[src/rtl/dice_roller_if.sv]
// Player-facing signal bundle of the dice roller: enable, raw buttons, die values and rolled flags.
interface dice_roller_if;
   logic       ena;
   logic       btn1;
   logic       btn2;
   logic [2:0] dice1;
   logic [2:0] dice2;
   logic       rolled1;
   logic       rolled2;

   modport master (
      output ena, btn1, btn2,
      input  dice1, dice2, rolled1, rolled2
   );

   modport slave (
      input  ena, btn1, btn2,
      output dice1, dice2, rolled1, rolled2
   );
endinterface

[src/rtl/dice_roller.sv]
// Two-player dice roller: sync + debounce per button, per-player roll FSM, shared round clear.
// Optional macro DICE_LFSR_EN adds a free-running LFSR that makes each roll step +1 or +2.
//
// state      | meaning
// -----------+------------------------------------------------------------
// ST_WAIT    | no value this round, waiting for a debounced press
// ST_ROLLING | button held, die advances every enabled cycle
// ST_DONE    | value frozen; a press clears the round once both are done
module dice_roller #(
   parameter int unsigned DEBOUNCE_CYCLES = 16
) (
   input  logic         clk,
   input  logic         rst_n,
   dice_roller_if.slave bus
);

   typedef enum logic [1:0] {
      ST_WAIT    = 2'd0,
      ST_ROLLING = 2'd1,
      ST_DONE    = 2'd2
   } state_e;

   localparam logic [7:0] CNT_TC = 8'(DEBOUNCE_CYCLES - 1);

   logic [1:0] sync_a_q, sync_a_d;
   logic [1:0] sync_b_q, sync_b_d;
   logic [1:0] db_q, db_d;
   logic [1:0] db_prev_q, db_prev_d;
   logic [7:0] cnt_q [2];
   logic [7:0] cnt_d [2];
   state_e     state_q [2];
   state_e     state_d [2];
   logic [2:0] dice_q [2];
   logic [2:0] dice_d [2];

   logic [1:0] press_ev;
   logic [1:0] rel_ev;
   logic [1:0] step_two;
   logic       both_done;

   // +1 or +2 with the result kept in 1..6
   function automatic logic [2:0] next_face(input logic [2:0] face, input logic two);
      logic [3:0] sum;
      sum = {1'b0, face} + (two ? 4'd2 : 4'd1);
      if (sum > 4'd6) begin
         sum = sum - 4'd6;
      end
      return sum[2:0];
   endfunction

`ifdef DICE_LFSR_EN
   logic [15:0] lfsr_q, lfsr_d;
   logic        lfsr_fb;

   assign lfsr_fb  = lfsr_q[0] ^ lfsr_q[2] ^ lfsr_q[3] ^ lfsr_q[5];
   assign lfsr_d   = bus.ena ? {lfsr_fb, lfsr_q[15:1]} : lfsr_q;
   assign step_two = lfsr_q[1:0];

   always_ff @(posedge clk) begin
      if (!rst_n) begin
         lfsr_q <= 16'hACE1;
      end else begin
         lfsr_q <= lfsr_d;
      end
   end
`else
   assign step_two = 2'b00;
`endif

   assign press_ev  = db_q & ~db_prev_q;
   assign rel_ev    = ~db_q & db_prev_q;
   assign both_done = (state_q[0] == ST_DONE) && (state_q[1] == ST_DONE);

   always_comb begin
      sync_a_d  = sync_a_q;
      sync_b_d  = sync_b_q;
      db_d      = db_q;
      db_prev_d = db_prev_q;
      for (int i = 0; i < 2; i++) begin
         cnt_d[i]   = cnt_q[i];
         state_d[i] = state_q[i];
         dice_d[i]  = dice_q[i];
      end

      if (bus.ena) begin
         sync_a_d  = {bus.btn2, bus.btn1};
         sync_b_d  = sync_a_q;
         db_prev_d = db_q;

         for (int i = 0; i < 2; i++) begin
            if (sync_b_q[i] == db_q[i]) begin
               cnt_d[i] = 8'd0;
            end else if (cnt_q[i] == CNT_TC) begin
               db_d[i]  = sync_b_q[i];
               cnt_d[i] = 8'd0;
            end else begin
               cnt_d[i] = cnt_q[i] + 8'd1;
            end

            case (state_q[i])
               ST_WAIT: begin
                  if (press_ev[i]) begin
                     state_d[i] = ST_ROLLING;
                     dice_d[i]  = next_face(dice_q[i], step_two[i]);
                  end
               end
               ST_ROLLING: begin
                  if (rel_ev[i]) begin
                     state_d[i] = ST_DONE;
                  end else begin
                     dice_d[i] = next_face(dice_q[i], step_two[i]);
                  end
               end
               ST_DONE: begin
                  // Either player's press clears both, but only once both are done
                  if (both_done && (press_ev != 2'b00)) begin
                     state_d[i] = ST_WAIT;
                  end
               end
               default: state_d[i] = ST_WAIT;
            endcase
         end
      end
   end

   always_ff @(posedge clk) begin
      if (!rst_n) begin
         sync_a_q  <= 2'b00;
         sync_b_q  <= 2'b00;
         db_q      <= 2'b00;
         db_prev_q <= 2'b00;
         for (int i = 0; i < 2; i++) begin
            cnt_q[i]   <= 8'd0;
            state_q[i] <= ST_WAIT;
            dice_q[i]  <= 3'd1;
         end
      end else begin
         sync_a_q  <= sync_a_d;
         sync_b_q  <= sync_b_d;
         db_q      <= db_d;
         db_prev_q <= db_prev_d;
         for (int i = 0; i < 2; i++) begin
            cnt_q[i]   <= cnt_d[i];
            state_q[i] <= state_d[i];
            dice_q[i]  <= dice_d[i];
         end
      end
   end

   assign bus.dice1   = dice_q[0];
   assign bus.dice2   = dice_q[1];
   assign bus.rolled1 = (state_q[0] == ST_DONE);
   assign bus.rolled2 = (state_q[1] == ST_DONE);

endmodule

[src/flat_wrapper.sv]
// flat-port wrapper written by rule: the top's interface ports become plain ports
module dice_roller_flat 
#(
   parameter int unsigned DEBOUNCE_CYCLES = 16
)
  (clk, rst_n, bus_ena, bus_btn1, bus_btn2, bus_dice1, bus_dice2, bus_rolled1, bus_rolled2);
  dice_roller_if bus_i ();
  input  logic clk;
  input  logic rst_n;
  input wire logic [$bits(bus_i.ena)-1:0] bus_ena;
  input wire logic [$bits(bus_i.btn1)-1:0] bus_btn1;
  input wire logic [$bits(bus_i.btn2)-1:0] bus_btn2;
  output wire logic [$bits(bus_i.dice1)-1:0] bus_dice1;
  output wire logic [$bits(bus_i.dice2)-1:0] bus_dice2;
  output wire logic [$bits(bus_i.rolled1)-1:0] bus_rolled1;
  output wire logic [$bits(bus_i.rolled2)-1:0] bus_rolled2;
  assign bus_i.ena = bus_ena;
  assign bus_i.btn1 = bus_btn1;
  assign bus_i.btn2 = bus_btn2;
  assign bus_dice1 = bus_i.dice1;
  assign bus_dice2 = bus_i.dice2;
  assign bus_rolled1 = bus_i.rolled1;
  assign bus_rolled2 = bus_i.rolled2;
  dice_roller #(.DEBOUNCE_CYCLES(DEBOUNCE_CYCLES)) u_core (.clk(clk), .rst_n(rst_n), .bus(bus_i));
endmodule
[config.mk]
export PLATFORM = sky130hd
export DESIGN_NAME = dice_roller_flat
export DESIGN_NICKNAME = d
export VERILOG_FILES = /design/src/rtl/dice_roller_if.sv /design/src/rtl/dice_roller.sv /design/src/flat_wrapper.sv
export SDC_FILE = /design/constraint.sdc
export NUM_CORES = 1
export LEC_CHECK = 0
export CELL_PAD_IN_SITES_DETAIL_PLACEMENT = 1
export CELL_PAD_IN_SITES_GLOBAL_PLACEMENT = 1
export CORE_UTILIZATION = 44
export DETAILED_ROUTE_END_ITERATION = 8
export PLACE_DENSITY = 0.87
export SETUP_SLACK_MARGIN = 0.4
export SYNTH_ARGS = -nofsm -noshare
export SYNTH_HDL_FRONTEND = slang
export SYNTH_SLANG_ARGS = --single-unit
[constraint.sdc]
create_clock -name clk -period 1.78 [get_ports clk]
set_clock_uncertainty 0.2 [all_clocks]
set_input_delay 0.267 -clock clk [delete_from_list [all_inputs] [get_ports clk]]
set_output_delay 0.267 -clock clk [all_outputs]
set_load 0.005 [all_outputs]
==> flow_metrics.tcl, run 1 <==
set metrics [dict create \
    min_period_ps 1680 \
    cts_inserted_buffers 5 \
    final_cells 323 \
    synth_nets 217 \
    fillerInstances 386 \
    worst-path-stages 4 \
    max_slew_margin_pct 77.1 \
    hold_violations 0 \
    holdPathStages 2 \
    dp_cells 269 \
    drt-total-wl_um 7940 \
    clk_pin_slew_ps 70 \
    grt-ovfl-total 0 \
    place.port_buffers 12 \
    wire_per_inst_um 24.6 \
    syn_inst 206 \
    fp.dieArea_um2 4470 \
    vias 1854 \
    area_growth_pct 61.7 \
    slew_violations 0 \
    critPathCaptureType "register" \
    synth-edff-count 0 \
    ctsRootBufferMaster "clkbuf_8" \
    rsz0062_at_grt "true" \
    timing.hold.ws_ps 327 \
    grt_pass1_vias 1717 \
    hold_path_startpoint "u_core.cnt_q[0][1]" \
    die_x_um 66.8 \
    crit_buf_inv 0 \
    maxCapViolCount 0 \
    worst_path_max_delay_cell "dfxtp_4" \
    setup_ws_ps 103 \
    path_class "register to register" \
    numClockSinks 34 \
    syn-cell-area_um2 1850 \
    ctsLongestPathBuffers 2 \
    r2r_slack_ps 100 \
    power_density_nw_per_um2 494 \
    multiInputGateArea_um2 1480 \
    timing.rr.start "u_core.db_q[0]" \
    io_pins 13 \
    crit_family "compound AO/OA/AOI/OAI gates" \
    critPathArrivalTime_ps 1700 \
    drive_gt1_share_pct 60.1 \
    fp.coreArea_um2 4030 \
    fmax_ghz 0.596 \
    ys_types 46 \
    insertion_delay_ps 300 \
    async_flop_share_pct 0 \
    min_to "u_core.cnt_q[0][1]" \
    worst_ep_required_time_ps 1800 \
    synth_area_leaders "dfxtp_1 37%, nor2b_1 6.1%, mux2i_1 4.9%" \
    cts_tree "yes" \
    setup_viol 0 \
    antenna_found_initial 0 \
    first_iter_violations 135 \
    layout.nets 283 \
    placed_area_um2 2130 \
    row_count 23 \
    start_util_pct 45.9 \
    grt_usage_pct 26.8 \
    drt-pass1-iter-count 4 \
    route.detailed.drc 0 \
    synth.largest_area_cell "dfxtp_1" \
    startpoint_type "register" \
    leakage_nw 1.13 \
    finish.instance_area_um2 2990 \
    timing.final.crit_share_pct 94.2 \
    synth_area_per_cell_um2 8.98 \
    n_antenna_cell 0 \
    synth_top_area_share_pct 36.8 \
    hold_path_class "register to register" \
    viasPerCell 5.74 \
    synth_ff_type "dfxtp_1" \
    grt_pass1_wl_um 8530 \
    tightest_slew_ps 341 \
    place_ws_ps -152 \
    ys_seq_area_share_pct 36.8 \
    r2r_cells 4 \
    ys_ff_latch 34 \
    cp_cell_sequence "maj3_2 -> nand3b_4 -> a2111o_1 -> a21boi_1" \
    tns_ps 0 \
    status "finished clean" \
    cp_max_fo 6 \
    ys_warn_count 0 \
    cts-htree-levels 2 \
    postRouteAntennaNets 0 \
    regArea_um2 756 \
    peakVddDrop_v 0.000624 \
    dieHeight_um 66.8 \
    hpwl_um 2770 \
    r2r-end "u_core.dice_q[0][1]" \
    grt_max_degree 19 \
    critPathMaxStageDelay_ps 420 \
    globalplace.congestion 0.725 \
]
==> metal layers <==
metal	part of all wire [%]	global-route usage (%)	wire length (µm)	vias to the layer above
met5	0	0	0	-
li1	-	-	-	851
met1	41	29.2	3280	928
met3	4.2	8.22	337	28
met2	51	47.1	4030	47
met4	3.8	12.0	298	0
==> worst max path at each step <==
stage	start	end	slack [ps]
5_1_grt	u_core.db_q[0]	u_core.dice_q[0][1]	60
3_3_place_gp	bus_ena	u_core.dice_q[0][4]	-70
3_5_place_dp	bus_ena	u_core.dice_q[0][4]	-150
2_1_floorplan	u_core.dice_q[0][1]	u_core.dice_q[0][2]	300
6_report	u_core.db_q[0]	u_core.dice_q[0][1]	100
4_1_cts	u_core.state_q[0][0]	u_core.dice_q[0][1]	250
==> kinds of logic after synthesis <==
kind of cell    count (synthesis)  share of synthesized area (%)
mux                             9                           4.87
fa+ha+maj                       8                           5.28
flops                          34                           36.8
compound gates                 40                           16.0
simple gates                   87                           27.1
buf+inv                        17                           4.74
xor+xnor                       11                           5.21
==> registers in the layout (all words and copies together) (netlist names) <==
name	cells
u_core.db_q	2
u_core.db_prev_q	2
u_core.sync_b_q	2
u_core.state_q	4
u_core.dice_q	6
u_core.sync_a_q	2
u_core.cnt_q	16
==> through the flow <==
| step | utilization [%] | total power [mW] |
|---|---|---|
| after global placement | 52.8 | 0.862 |
| after CTS | 66.0 | 1.46 |
| after global routing | 74.2 | 1.52 |
| after detailed placement | 52.8 | 0.864 |
| after floorplan | - | 0.835 |
| final | 74.2 | 1.48 |
==> timing repair <==
action | 4_1_cts | 5_1_grt
cloned | 1 | 0
gates resized for setup | 71 | 70
pin swaps | 31 | 26
setup endpoints to repair | 36 | 33
buffers inserted | 34 | 11
hold buffers | 0 | 0
==> layout by cell type (no fill, tap or decap), drive strengths merged, types with 2 or more instances in the layout <==
cell type and count:
clkbuf 10, clkdlybuf4s50 3, xor2 5, nor3 2, nand2 16, and2 2, and3 4, nor4 2
nand2b 8, a21oi 9, nor3b 4, dfxtp 34, a21o 2, o21a 3, inv 7, o211ai 2
ha 6, nor4b 2, a21boi 6, o211a 2, nor2 13, nor2b 18, maj3 2, clkdlybuf4s15 3
buf 58, o22ai 2, mux2i 9, xnor2 6, o21ai 8, and3b 2, nand3 11, o221a 2
==> cell type report <==
type | count | share of cell area [%]
Multi-Input combinational cell | 156 | 49.6
Sequential cell | 34 | 25.3
Timing Repair Buffer | 68 | 19.0
Clock buffer | 7 | 2.89
Tap cell | 50 | 2.09
Inverter | 7 | 0.962
Clock inverter | 1 | 0.167
==> synth_stat cells, types with 2 or more instances <==
cell      count
nand3_1      11
o21a_1        3
nor4b_1       2
buf_6         2
xnor2_1       6
clkbuf_1      3
a21boi_1      2
nor3b_1       4
o21ai_0       7
o221a_1       2
a21oi_1       9
o22ai_1       2
mux2i_1       9
and3b_1       2
maj3_2        2
and3_1        3
nand2b_1      7
nor2b_1      18
dfxtp_1      34
and2_1        2
nor3_1        2
nor2_1       13
inv_1         7
ha_1          6
o211a_1       2
nand2_1      16
a21boi_0      3
o211ai_2      2
buf_2         4
xor2_1        5
==> power breakdown <==
part           internal [mW]  switching [mW]
registers              0.744         0.00788
clock network          0.312           0.309
logic                 0.0501          0.0557
==> worst reg2reg max path: cells and delay by family, from the launching register on <==
kind / cells / cell delay, ps
compound gates: 2 / 570
flops: 1 / 420
simple gates: 1 / 130
fa+ha+maj: 1 / 290
No activity file was read; power rests on OpenSTA's default activity.
==> run 2: changes to the inputs <==
--- a/config.mk
+++ b/config.mk
@@ -10,5 +10,5 @@
 export CORE_UTILIZATION = 44
 export DETAILED_ROUTE_END_ITERATION = 8
-export PLACE_DENSITY = 0.87
+export PLACE_DENSITY_LB_ADDON = 0.1
 export SETUP_SLACK_MARGIN = 0.4
 export SYNTH_ARGS = -nofsm -noshare
==> constraint.sdc (replaced) <==
create_clock -name clk -period 1.78 [get_ports clk]
set_clock_uncertainty 0.2 [all_clocks]
set_input_delay 0.356 -clock clk [delete_from_list [all_inputs] [get_ports clk]]
set_output_delay 0.356 -clock clk [all_outputs]
set_load 0.005 [all_outputs]
==> run 2 against run 1 <==
  * The run now fails in 5_1_grt
  * Synthesized cell count unchanged
  * Area after synthesis stayed put
==> flow_metrics.tcl, run 2 <==
set metrics [dict create \
    status "did not finish" \
    stop_stage "5_1_grt" \
    error "[ERROR DPL-0033] detailed placement checks failed during check placement." \
    antenna_found_initial 0 \
    hpwl_um 2990 \
    ys_types 46 \
    syn_inst 206 \
    ctsRootBufferMaster "clkbuf_8" \
    row_count 23 \
    numClockSinks 34 \
    cts-htree-levels 2 \
    globalplace.congestion 0.808 \
    start_util_pct 45.9 \
    synth_area_leaders "dfxtp_1 37%, nor2b_1 6.1%, mux2i_1 4.9%" \
    io_pins 13 \
    synth_common_cells "34 x dfxtp_1, 18 x nor2b_1, 16 x nand2_1, 13 x nor2_1, 11 x nand3_1" \
    ys_seq_area_share_pct 36.8 \
    dp_cells 270 \
    syn-cell-area_um2 1850 \
    endpoint_type "sequential cell input" \
    synth_ff_type "dfxtp_1" \
    synth_area_per_cell_um2 8.98 \
    grt_max_degree 13 \
    synth.largest_area_cell "dfxtp_1" \
    synth_top_area_share_pct 36.8 \
    cts_inserted_buffers 5 \
    die_x_um 66.8 \
    place.port_buffers 12 \
    async_flop_share_pct 0 \
    synth-edff-count 0 \
    ys_ff_latch 34 \
    ctsLongestPathBuffers 2 \
    yosysMostFrequentCell "dfxtp_1" \
    ys_warn_count 0 \
    dieHeight_um 66.8 \
    worst_endpoint "u_core.dice_q[0][2]$_SDFFE_PN0P_/D" \
    synth_nets 217 \
]
==> run 2: cell counts after synthesis <==
Identical to the previous run, type by type.
==> run 2: timing repair <==
item                       in CTS
gates resized for setup        93
gates cloned                    1
hold endpoints to repair        0
setup buffers                  32
setup endpoints to repair      41
pin swaps                      29
hold buffers                    0
==> run 2: cells by family after synthesis <==
family	after synthesis	synth area share, %
and+or+nand+nor	87	27.1
AOI/OAI and AO/OA	40	16.0
DFF	34	36.8
buffers and inverters	17	4.74
xor gates and xnor gates	11	5.21
muxes	9	4.87
adders and majority gates	8	5.28
==> run 2: per-stage QoR <==
| step | TNS [ps] | setup slack [ps] | hold WS, ps | utilization, % | instance area (µm²) |
|---|---|---|---|---|---|
| floorplan | 0 | 299 | 277 | - | 1940 |
| global placement | -2030 | -184 | 281 | 53.0 | 2140 |
| detailed placement | -3260 | -251 | 302 | 53.0 | 2140 |
| CTS | 0 | 185 | 331 | 67.9 | 2740 |
==> run 3: changes to the inputs <==
Settings changed: CELL_PAD_IN_SITES_DETAIL_PLACEMENT 1 to not set, CELL_PAD_IN_SITES_GLOBAL_PLACEMENT 1 to not set, CORE_UTILIZATION 44 to 40, PLACE_DENSITY_LB_ADDON 0.1 to 0.15, SETUP_SLACK_MARGIN 0.4 to not set.
==> run 3 against run 2 <==
  * The run now ends clean
==> flow_metrics.tcl, run 3 (same netlist as run 1, synthesis figures left out) <==
set metrics [dict create \
    status "finished clean" \
    worst_path_max_delay_cell "clkdlybuf4s50_1" \
    leakage_nw 0.824 \
    fp.dieArea_um2 4900 \
    tightest_slew_ps 377 \
    die_x_um 70.0 \
    dieHeight_um 70.0 \
    startpoint_type "register" \
    drt-pass1-iter-count 4 \
    cts-htree-levels 2 \
    n_antenna_cell 0 \
    final_cells 279 \
    route.detailed.drc 0 \
    final_util_pct 49.9 \
    postRouteAntennaNets 0 \
    worst_ep_required_time_ps 1220 \
    maxCapViolCount 0 \
    viasPerCell 5.28 \
    hold_violations 0 \
    row_count 24 \
    io_pins 13 \
    hold_path_class "register to register" \
    r2r_cells 5 \
    regArea_um2 703 \
    crit_family "buffers and inverters" \
    place.port_buffers 12 \
    clk_pin_slew_ps 70 \
    rsz0062_at_grt "true" \
    fmax_ghz 0.580 \
    insertion_delay_ps 280 \
    area_growth_pct 18.3 \
    peakVddDrop_v 0.000345 \
    holdPathStages 2 \
    multiInputGateArea_um2 1100 \
    grt_pass1_wl_um 6090 \
    setup_viol 0 \
    drive_gt1_share_pct 17.6 \
    worst-path-stages 1 \
    fillerInstances 409 \
    layout.nets 238 \
    drt-total-wl_um 3400 \
    dp_cells 271 \
    ctsLongestPathBuffers 2 \
    min_period_ps 1720 \
    reg_top3 "u_core.cnt_q x16, u_core.dice_q x6, u_core.state_q x4" \
    ctsRootBufferMaster "clkbuf_8" \
    grt-ovfl-total 0 \
    antenna_found_initial 0 \
    cp_cell_sequence "clkdlybuf4s50_1" \
    final_common_cell "dfxtp_1" \
    critPathCaptureType "primary output" \
    path_class "register to primary output" \
    grt_pass1_vias 1446 \
    hpwl_um 2550 \
    start_util_pct 42.2 \
    cts_inserted_buffers 5 \
    cts_tree "yes" \
    largest-register "u_core.cnt_q" \
    most-common-layout-cells "24 x dfxtp_1, 17 x nor2b_1, 16 x nand2_1" \
    largest_reg_flops 16 \
    numClockSinks 34 \
    timing.final.crit_share_pct 96.8 \
    first_iter_violations 33 \
    fp.coreArea_um2 4380 \
    cp_max_fo 5 \
    grt_usage_pct 15.6 \
    vias 1472 \
    grt_max_degree 15 \
    crit_buf_inv 1 \
    globalplace.congestion 0.784 \
    wire_per_inst_um 12.2 \
    max_slew_margin_pct 74.7 \
    power_density_nw_per_um2 628 \
    critPathArrivalTime_ps 1170 \
    slew_violations 0 \
    critPathMaxStageDelay_ps 510 \
]
==> run 3: area by class of cell <==
type                       count  share of cell area, %
clock buffer                   7                   3.49
inverter                       7                   1.20
tap                           52                   2.97
multi-input combinational    155                   50.2
timing repair buffer          24                   9.95
sequential                    34                   32.2
==> run 3: per-layer routing <==
layer / vias to the layer above / wire length (µm) / global-route usage [%]
met5: - / 0 / 0
met4: 0 / 105 / 8.67
met3: 10 / 117 / 4.62
met2: 25 / 1660 / 26.7
met1: 676 / 1520 / 17.1
li1: 761 / - / -
==> run 3: through the flow <==
stage	total power [mW]	TNS (ps)	hold slack (ps)	setup WS [ps]	instance area [µm²]
final	1.37	0	308	56.5	2190
after detailed placement	0.862	-2620	306	-228	2060
after CTS	1.41	-74.4	305	-74.4	2160
after global placement	0.861	-2160	287	-217	2060
after global routing	1.44	-0.897	330	-0.897	2190
after floorplan	0.835	0	267	219	1850
==> run 3: what timing repair did <==
action / in CTS / in global routing
resized for setup: 13 / 9
pin swaps: 0 / 0
setup buffers: 1 / 0
hold buffers: 0 / 0
setup endpoints to repair: 7 / 7
==> run 3: report_power, final <==
part	total, mW	leakage (nW)	switching, mW	internal, mW
sequential	0.765	0.279	0.00464	0.761
clock	0.535	0.0383	0.266	0.269
combinational	0.0734	0.506	0.0366	0.0368
==> run 3: worst paths after layout <==
kind | endpoint | startpoint | slack (ps)
worst max-delay path | bus_dice2[0] | u_core.dice_q[0][3] | 60
worst min-delay path | u_core.dice_q[0][2] | u_core.dice_q[0][2] | 310
worst max register to register | u_core.cnt_q[0][3] | u_core.db_q[0] | 130
worst min register to register | u_core.dice_q[0][2] | u_core.dice_q[0][2] | 310
==> run 4: changes to the inputs <==
Settings changed: CORE_UTILIZATION 40 to 45, CTS_CLUSTER_SIZE set to 25.
==> run 4 against run 3 <==
  * Largest cell class unchanged
  * Final area shrank 0.23%
  * Clock power barely moved
  * Register-to-register slack barely moved
  * Wire length is 5.9% higher
  * Total power is 0.60% higher
  * Critical endpoint is now bus_dice1[2]
  * Clock-buffer cell count shrank 2
  * Utilization is 7.6 points higher
  * Cell count is 0.72% lower
  * Largest power group unchanged
  * Sequential power rose by 0.7%
  * Worst setup slack worse by 19 ps
  * First-iteration DRC count increased by 9.1%
==> flow_metrics.tcl, run 4 (same netlist as run 1, synthesis figures left out) <==
set metrics [dict create \
    drt-pass1-iter-count 4 \
    die_x_um 66.1 \
    largest-register "u_core.cnt_q" \
    vias 1460 \
    tns_ps 0 \
    hold_path_startpoint "u_core.dice_q[0][5]" \
    drive_gt1_share_pct 18.8 \
    wire_per_inst_um 13.0 \
    viasPerCell 5.27 \
    clk_pin_slew_ps 70 \
    startpoint_type "register" \
    slew_violations 0 \
    setup_viol 0 \
    row_count 22 \
    route.detailed.drc 0 \
    area_growth_pct 18.0 \
    peakVddDrop_v 0.000542 \
    drt-total-wl_um 3600 \
    timing.final.crit_share_pct 97.9 \
    worst_path_max_delay_cell "clkdlybuf4s50_1" \
    grt-ovfl-total 0 \
    rsz0062_at_grt "true" \
    worst_ep_required_time_ps 1220 \
    ctsRootBufferMaster "clkbuf_8" \
    grt_pass1_wl_um 6310 \
    ctsLongestPathBuffers 2 \
    hold_violations 0 \
    most-common-layout-cells "26 x dfxtp_1, 17 x nor2b_1, 16 x nand2_1" \
    grt_max_degree 21 \
    r2r_cells 5 \
    cp_max_fo 8 \
    power_mw 1.38 \
    layout.nets 240 \
    reg_top3 "u_core.cnt_q x16, u_core.dice_q x6, u_core.state_q x4" \
    cts_inserted_buffers 5 \
    power_density_nw_per_um2 633 \
    tightest_slew_ps 336 \
    crit_buf_inv 1 \
    cts-htree-levels 2 \
    critPathArrivalTime_ps 1190 \
    first_iter_violations 36 \
    fmax_ghz 0.574 \
    maxCapViolCount 0 \
    placed_area_um2 2070 \
    postRouteAntennaNets 0 \
    r2r_slack_ps 130 \
    leakage_nw 0.813 \
    place.port_buffers 12 \
    path_class "register to primary output" \
    cp_cell_sequence "clkdlybuf4s50_1" \
    max_slew_margin_pct 77.5 \
    start_util_pct 48.7 \
    finish.instance_area_um2 2180 \
    antenna_found_initial 0 \
    globalplace.congestion 0.790 \
    io_pins 13 \
    final_common_cell "dfxtp_1" \
    n_antenna_cell 0 \
    cts_tree "yes" \
    fp.dieArea_um2 4370 \
    critPathCaptureType "primary output" \
    crit_start "u_core.dice_q[0][2]" \
    grt_pass1_vias 1442 \
    critPathMaxStageDelay_ps 520 \
    fp.coreArea_um2 3800 \
    holdPathStages 2 \
    timing.rr.start "u_core.dice_q[0][1]" \
    min_to "u_core.dice_q[0][5]" \
    hpwl_um 2610 \
    min_period_ps 1740 \
    crit_family "buffers and inverters" \
    hold_path_class "register to register" \
    dieHeight_um 66.1 \
    r2r-end "u_core.dice_q[0][2]" \
    largest_reg_flops 16 \
    numClockSinks 34 \
    grt_usage_pct 18.9 \
    insertion_delay_ps 280 \
    status "finished clean" \
]
run 4: worst reg2reg max path, cell delays in order, from the launching register on:
cell and delay (ps):
dfxtp_2 360, inv_1 60, ha_1 340, o32ai_1 390, nor3_2 70, mux2i_1 120
run 4: area by class of cell:
class,count,area (µm²)
Fill cell,357,1620
Multi-Input combinational cell,155,1100
Sequential cell,34,693
Timing Repair Buffer,26,223
Clock buffer,5,68.8
Tap cell,48,60.1
Inverter,7,26.3
Clock inverter,2,10.0
run 4: what timing repair did:
item | in CTS | in global routing
hold buffers | 0 | 0
buffers inserted | 0 | 0
gates cloned | 0 | 0
endpoints found under the setup margin | 6 | 6
resized for setup | 10 | 5
run 4: metrics by stage:
| stage | hold slack, ps | utilization, % | instances | setup WS (ps) |
|---|---|---|---|---|
| after floorplan | 267 | - | 206 | 219 |
| after global placement | 284 | 54.6 | 270 | -145 |
| after detailed placement | 298 | 54.6 | 270 | -191 |
| after CTS | 304 | 57.0 | 277 | 23.6 |
| after global routing | 325 | 57.4 | 277 | -7.07 |
| final | 301 | 57.4 | 277 | 37.8 |
run 4: worst max-delay path by stage:
stage                     endpoint  slack [ps]  cells after the start
2_1_floorplan  u_core.dice_q[0][2]         220                      6
6_report              bus_dice1[2]          40                      1
5_1_grt        u_core.dice_q[0][1]          -7                      5
3_5_place_dp   u_core.dice_q[0][2]        -190                      5
3_3_place_gp   u_core.dice_q[0][2]        -150                      5
4_1_cts               bus_dice1[1]          20                      1
run 4: power breakdown:
group	internal, mW	switching, mW
clock network	0.263	0.276
logic	0.0372	0.0366
registers	0.765	0.00487
total	1.06	0.317
run 4: per-layer routing:
| layer | track usage [%] | vias up | wire [µm] |
|---|---|---|---|
| met5 | 0 | - | 0 |
| met4 | 4.79 | 0 | 21 |
| met3 | 5.34 | 2 | 97 |
| met2 | 32.5 | 17 | 1840 |
| met1 | 23.0 | 682 | 1640 |
| li1 | - | 759 | - |
